[src/rtl/gb_apu_length_bank.sv]
// gb_apu_length_bank: multi-channel APU length-timer bank.
// Each channel owns a down-counter.
// - An NRx1 write loads the counter.
// - The frame-sequencer length tick decrements it while the channel's length enable is set.
// - The counter going from 1 to 0 drops the channel enable and pulses expired for one cycle.
// 6-bit channels count over 0..64. Channels flagged in LONG_MASK count over 0..2^WIDTH_MAX.
// Optional build macro LENGTH_EXTRA_CLK_EN models two hardware length quirks:
// - A rising len_en outside a length step causes an extra decrement.
// - A trigger of an empty counter outside a length step reloads to one below full.
// Without the macro, fs_len_next is ignored and the len_en history flops are not built.
module gb_apu_length_bank #(
   parameter int                NUM_CH    = 4,
   parameter int                WIDTH_MAX = 8,
   parameter logic [NUM_CH-1:0] LONG_MASK = 4'b0100
) (
   input  logic                 clk,
   input  logic                 reset_n,
   input  logic                 clk_length_ctr,
   input  logic                 fs_len_next,
   input  logic                 apu_on,
   input  logic [NUM_CH-1:0]    load,
   input  logic [WIDTH_MAX-1:0] length_data,
   input  logic [NUM_CH-1:0]    len_en,
   input  logic [NUM_CH-1:0]    trig,
   input  logic [NUM_CH-1:0]    dac_on,
   output logic [NUM_CH-1:0]    enable,
   output logic [NUM_CH-1:0]    expired
);

   // One extra bit so a full counter (2^W) is representable.
   localparam int CW = WIDTH_MAX + 1;

`ifndef LENGTH_EXTRA_CLK_EN
   // Frame-sequencer lookahead only matters for the quirk model.
   logic unused_fs_len_next;
   assign unused_fs_len_next = fs_len_next;
`endif

   for (genvar i = 0; i < NUM_CH; i++) begin : g_ch
      localparam int             W    = LONG_MASK[i] ? WIDTH_MAX : 6;
      localparam logic [CW-1:0]  FULL = CW'(1) << W;

      logic [CW-1:0] data_v;
      logic [CW-1:0] reload_v;
      logic [CW-1:0] cnt_pre;
      logic          extra_clk;
      logic [CW-1:0] cnt_q, cnt_d;
      logic          en_q, en_d;
      logic          exp_q, exp_d;
      logic          kill;

      // Only the channel's own length field width is significant.
      if (LONG_MASK[i]) begin : g_long
         assign data_v = CW'(length_data);
      end else begin : g_short
         assign data_v = CW'(length_data[5:0]);
      end

`ifdef LENGTH_EXTRA_CLK_EN
      logic len_en_q;

      // Previous-cycle len_en, used to detect a 0->1 enable write.
      always_ff @(posedge clk or negedge reset_n) begin
         if (!reset_n) len_en_q <= 1'b0;
         else          len_en_q <= len_en[i];
      end

      // A load always wins, so the extra clock is suppressed on a load cycle.
      assign extra_clk = len_en[i] & ~len_en_q & ~fs_len_next & (cnt_q != '0) & ~load[i];
      assign reload_v  = (len_en[i] & ~fs_len_next) ? (FULL - CW'(1)) : FULL;
`else
      assign extra_clk = 1'b0;
      assign reload_v  = FULL;
`endif

      // Counter value after any quirk decrement and before trigger reload.
      assign cnt_pre = extra_clk ? (cnt_q - CW'(1)) : cnt_q;

      // Per-channel next state. Priority is load > trigger > tick; the master enable overrides all.
      always_comb begin
         cnt_d = cnt_q;
         en_d  = en_q;
         exp_d = 1'b0;
         kill  = 1'b0;
         if (!apu_on) begin
            cnt_d = '0;
            en_d  = 1'b0;
         end else begin
            if (load[i]) begin
               cnt_d = FULL - data_v;
            end else if (trig[i]) begin
               cnt_d = (cnt_pre == '0) ? reload_v : cnt_pre;
            end else if (extra_clk) begin
               cnt_d = cnt_pre;
               kill  = (cnt_pre == '0);
            end else if (clk_length_ctr && len_en[i] && (cnt_q != '0)) begin
               cnt_d = cnt_q - CW'(1);
               kill  = (cnt_q == CW'(1));
            end

            if (trig[i])                 en_d = dac_on[i];
            else if (kill || !dac_on[i]) en_d = 1'b0;
            exp_d = kill;
         end
      end

      // Counter, enable and expiry pulse registers.
      always_ff @(posedge clk or negedge reset_n) begin
         if (!reset_n) begin
            cnt_q <= '0;
            en_q  <= 1'b0;
            exp_q <= 1'b0;
         end else begin
            cnt_q <= cnt_d;
            en_q  <= en_d;
            exp_q <= exp_d;
         end
      end

      assign enable[i]  = en_q;
      assign expired[i] = exp_q;
   end

endmodule

[config.mk]
export PLATFORM = sky130hd
export DESIGN_NAME = gb_apu_length_bank
export DESIGN_NICKNAME = d
export VERILOG_FILES = /design/src/rtl/gb_apu_length_bank.sv
export SDC_FILE = /design/constraint.sdc
export NUM_CORES = 1
export LEC_CHECK = 0
export BUFFER_PORTS_ARGS = -buffer_cell sky130_fd_sc_hd__buf_4
export CORE_ASPECT_RATIO = 1.4
export CORE_MARGIN = 2
export CORE_UTILIZATION = 53
export CTS_CLUSTER_DIAMETER = 60
export DETAILED_ROUTE_END_ITERATION = 10
export PLACE_DENSITY = 0.73
export SLEW_MARGIN = 20
export SYNTH_ARGS = -nofsm -noshare
export SYNTH_HDL_FRONTEND = slang
export SYNTH_SLANG_ARGS = --single-unit
[constraint.sdc]
create_clock -name clk -period 2.1 [get_ports clk]
set_input_delay 0.105 -clock clk [delete_from_list [all_inputs] [get_ports clk]]
set_output_delay 0.105 -clock clk [all_outputs]
set_load 0.02 [all_outputs]
; Word-level counts from Yosys, hierarchy flattened
; Cells that the tools add are included.
[word_totals]
reg_bits = 44
latch_bits = 0
ram_bits = 0
mem_bits_ro = 0
inputBits = 29
out_inout_bits = 8
wordCells = 114
mem_count = 0
[classes]
add_sub_neg = 6
multipliers = 0
div_mod_pow = 0
n_lt_le_gt_ge = 0
n_eq_ne = 16
n_shift = 0
n_mux = 52
bitwise = 0
n_reduce_logical = 28
[op_table]
columns = op, count
row1 = 2-to-1 mux 9 bit, 20
row2 = equality test 9 x 1 -> 1 bit (second input constant), 4
row3 = logical NOT 9 bit, 4
row4 = nonzero test 9 bit, 4
row5 = subtractor 9 x 1 -> 9 bit (second input constant), 4
row6 = 2-to-1 mux 1 bit, 32
row7 = != test 4 x 1 -> 1 bit (second input constant), 4
row8 = != test 4 x 3 -> 1 bit (second input constant), 4
row9 = != test 3 x 1 -> 1 bit (second input constant), 4
row10 = subtractor 9 x 8 -> 9 bit (first input constant), 1
row11 = logical AND 1 bit, 8
row12 = AND reduction 2 bit, 4
row13 = subtractor 7 x 6 -> 8 bit (first input constant), 1
row14 = logical NOT 1 bit, 4
row15 = logical OR 1 bit, 4

; Logic depth before layout (Yosys ltp)
[logic_depth]
ltp_word = 10
mapped_depth = 8
mapped_depth_nobuf = 7

; Least setup slack after synthesis
; OpenSTA, ideal clock, no wires.
[synth_timing]
kind = reg-to-reg
startpoint = register g_ch[1].cnt_q[0]
endpoint = register g_ch[1].cnt_q[5]
setup_ps = 126
arrival_ps = 1902
t_required_ps = 1974
setup_slack_ps = 72
stages_incl_launch_ff = 8
n_path_buf = 0
synth_period_minus_slack_ps = 2028
cell_sequence = dfrtp_1 inv_1 ha_1 nor4b_1 a31oi_1 nor4_2 a21oi_1 a221o_1
[synth_via]
elab_chain_len = 5
elab_cells_between_ends = 11
cone_classes = add/sub (1) / eq/ne (2) / mux (4) / reduce/logical (4)
[synth_rtl]
columns = element, line
row1 = "start, declared", 47  ; logic [CW-1:0] cnt_q, cnt_d;
row2 = "start signal, assigned", 114  ; cnt_q <= cnt_d;
row3 = subtractor 9 x 1 -> 9 bit, 97  ; cnt_d = cnt_q - CW'(1);
row4 = 2-to-1 mux 9 bit, 96  ; end else if (clk_length_ctr && len_en[i] && (cnt_q != '0)) begin
row5 = 2-to-1 mux 9 bit, 91  ; end else if (trig[i]) begin
row6 = 2-to-1 mux 9 bit, 89  ; if (load[i]) begin
row7 = 2-to-1 mux 9 bit, 85  ; if (!apu_on) begin
; Several ways; a longest one is shown, not always the timed one. The select of a mux whose other input is x is not followed.
; A chain may end at the register's enable or synchronous reset.

; Final worst setup path
[layout_timing]
startpoint = register g_ch[2].cnt_q[1]
endpoint = register g_ch[2].cnt_q[2]
[layout_via]
elab_chain_len = 5
elab_cells_between_ends = 11
cone_classes = add/sub (1) / eq/ne (2) / mux (4) / reduce/logical (4)
[layout_rtl]
columns = element, line
row1 = "start, declared", 47
row2 = "start signal, assigned", 114
row3 = subtractor 9 x 1 -> 9 bit, 97
row4 = 2-to-1 mux 9 bit, 96
row5 = 2-to-1 mux 9 bit, 91
row6 = 2-to-1 mux 9 bit, 89
row7 = 2-to-1 mux 9 bit, 85
; Several ways; a longest one is shown, not always the timed one. The select of a mux whose other input is x is not followed.

==> flow_summary_export.csv <==
group,metric,value,unit
synth,ys_seq_elements,44,
final_layout,drive_gt1_share,22.1,%
power_and_ir_drop,power_density,656,nW/um^2
grt,grt_pass1_vias,2862,
sta,max_freq,0.511,GHz
final_layout,fill_cells,486,
final_layout,nets,462,
routing,drt-pass1-iter-count,4,
placement,port_buffers,35,
power_and_ir_drop,leakage,1.69,nW
status,status,"complete, no violations",
grt,grt_max_degree,45,
synth,synth.cell_area,3170,sq um
synth,synth_seq_area_share,34.7,%
floorplanning,die_h,95.5,um
routing,drt_iter0_markers,284,
synth,synth_edf_count,0,
sta,finalCriticalPeriod,1960,ps
synth,async_reset_ff_share,100,%
setup_path,cp-end-kind,"flop",
synth,syn_inst,374,
floorplanning,dieArea,6620,sq um
sta,rsz0062_at_grt,"false",
setup_path,cp.required,2290,ps
cts,cts_sinks,44,
synth,ys_top_cells_by_area,"dfrtp_1 (35%), ha_1 (5.1%), nand2_1 (4.9%), nor2_1 (4.7%), o21ai_0 (2.8%)",
synth,ys.flop_type,"dfrtp_1",
cts,clk_pin_slew,100,ps
worst_hold_path,hp-class,"in2reg",
cts,cts_made_buffers,5,
cts,cts_tree,"done",
sta,worst_slew_pin_slew,648,ps
cts,clock_path_buffers,2,
flow_run,maxCapViolCount,0,
routing,vias_per_cell,6.04,
final_layout,layout_commonest_cell,"buf_4",
worst_hold_path,min_from,"dac_on[2]",
setup_path,path_max_fanout,5,
synth,synth.net_count,416,
floorplanning,core,5820,sq um
worst_hold_path,hold_depth,3,
floorplanning,num_io_pins,37,
setup_path,timing.rr.start,"g_ch[2].cnt_pre[1]",
sta,hold_slack,15.6,ps
placement,gp_congestion,0.888,
grt,gr-total-overflow,0,
setup_path,crit_type,"reg2reg",
final_layout,multi_input_area,1920,sq um
final_layout,area_growth,18.5,%
final_layout,seq_area,1100,sq um
sta,post-route-period-util,93.1,%
synth,synth_warnings,0,
sta,skew,10.5,ps
setup_path,critPathLaunchType,"flop",
placement,place.detailed.hpwl,5950,um
power_and_ir_drop,worst_ir_drop_vdd,0.512,mV
sta,hold_viol_final,0,
final_layout,final_cell_mix,"buf_4 (59), dfrtp_1 (44), nand2_1 (41)",
cts,htreeDepth,2,
setup_path,arrival,2150,ps
floorplanning,die_w,69.4,um
setup_path,crit_start,"g_ch[2].cnt_pre[1]",
routing,wl_per_cell,16.9,um
floorplanning,rows,33,
synth,synth_top_cell_by_area,"dfrtp_1",
sta,slew_headroom,56.3,%
grt,grt_pass1_wl,13600,um
routing,drc,0,
cts,clk_latency,310,ps
final_layout,fin_util,64.5,%
grt,antenna_found_initial,0,
sta,drv_slew,0,
routing,postRouteAntennaNets,0,
synth,synth_top_area_share,34.7,%
final_layout,n_antenna_cell,0,
routing,routed_wl,8310,um
grt,grt.total_usage,25.8,%
synth,avgSynthCellArea,8.47,sq um
routing,via_count,2966,
cts,clockRootBuffer,"clkbuf_8",
sta,finalSetupViolCount,0,
synth,synth_cell_type_count,63,
setup_path,rr_worst_depth,7,
floorplanning,initial_core_util,54.4,%
-- power by group --
| part | internal, W | switching [W] |
|---|---|---|
| registers | 0.000911 | 0.0000922 |
| logic | 0.000362 | 0.000417 |
| clock network | 0.000353 | 0.000330 |
| total | 0.00163 | 0.000838 |
-- kinds of logic (layout without fill, tap and decap cells) --
family,after synthesis,in the layout,synth area share (%)
buffers and inverters,42,89,6.24
AO/OA/AOI/OAI,87,87,19.0
XOR/XNOR,15,15,4.15
multiplexers,7,7,2.29
adder cells (fa/ha/maj),13,13,5.13
AND/OR/NAND/NOR,166,166,28.4
flip-flops,44,44,34.7
-- flip-flops by register name, summed over array words and instances (netlist names) --
name,cells
g_ch.exp_q,4
g_ch.en_q,4
g_ch.cnt_pre,36
-- final timing paths --
path / endpoint / slack, ps
setup / recovery: g_ch[2].cnt_pre[2] / 140
setup reg to reg: g_ch[2].cnt_pre[2] / 140
hold reg to reg: g_ch[0].en_q / 530
min in group asynchronous: g_ch[1].cnt_pre[8] / 340
hold / removal: g_ch[2].en_q / 20
max in group asynchronous: g_ch[2].cnt_pre[5] / 1370
-- worst max-delay path, stage by stage, from the launching register on --
cell and delay, ps:
dfrtp_1 400, inv_1 80, ha_1 240, nor3b_2 190, nand4_1 120, or3b_4 420, buf_4 160, a32o_1 240
-- cells in the mapped netlist, drive strengths merged, types with 3 or more instances --
cell type  instances
nand2             41
nor2              40
o21ai             18
clkbuf            10
ha                13
xnor2              8
nor3              10
a21oi             15
or4                5
o22ai              4
a22oi              6
a22o               5
inv               21
or3                4
mux2i              5
nor3b              5
and2               3
xor2               7
a2111oi            3
nor4               9
nand4              4
dfrtp             44
nand3             15
o31ai              8
a211oi             4
a31oi              5
buf               11
or2                4
nand2b             4
nor4b              5
nand3b             6
-- final cells by class --
class,instances,share of cell area [%]
multi-input cells,288,51.2
flip-flops and latches,44,29.3
repair buffers,60,12.1
well taps,70,2.33
inverters,21,2.10
clock buffers,5,1.83
clock inverters,3,1.13
-- metrics by stage --
step | instances | power (W) | cell area, sq um | setup WS (ps) | setup TNS [ps]
final | 491 | 0.00246 | 3750 | 145 | 0
after global routing | 491 | 0.00260 | 3750 | 13.2 | 0
after CTS | 491 | 0.00245 | 3710 | 39.8 | 0
after detailed placement | 481 | 0.00175 | 3570 | -29.4 | -36.3
after global placement | 481 | 0.00173 | 3570 | 42.3 | 0
after floorplan | 374 | 0.00149 | 3170 | 71.7 | 0
-- what timing repair did --
item,4_1_cts,5_1_grt
gates cloned,0,0
hold buffers,1,0
hold endpoints to repair,44,0
resized for setup,2,10
buffers inserted,1,0
setup endpoints to repair,5,12
pin swaps,1,0
-- routing by layer --
layer  GRT usage [%]  share of wire (%)  vias to the layer above
met4            10.8                3.0                        0
met5               0                  0                        -
li1                -                  -                     1454
met2            46.0                 51                       83
met3            3.81                4.2                       18
met1            31.2                 42                     1411
No activity file was read; power rests on OpenSTA's default activity.
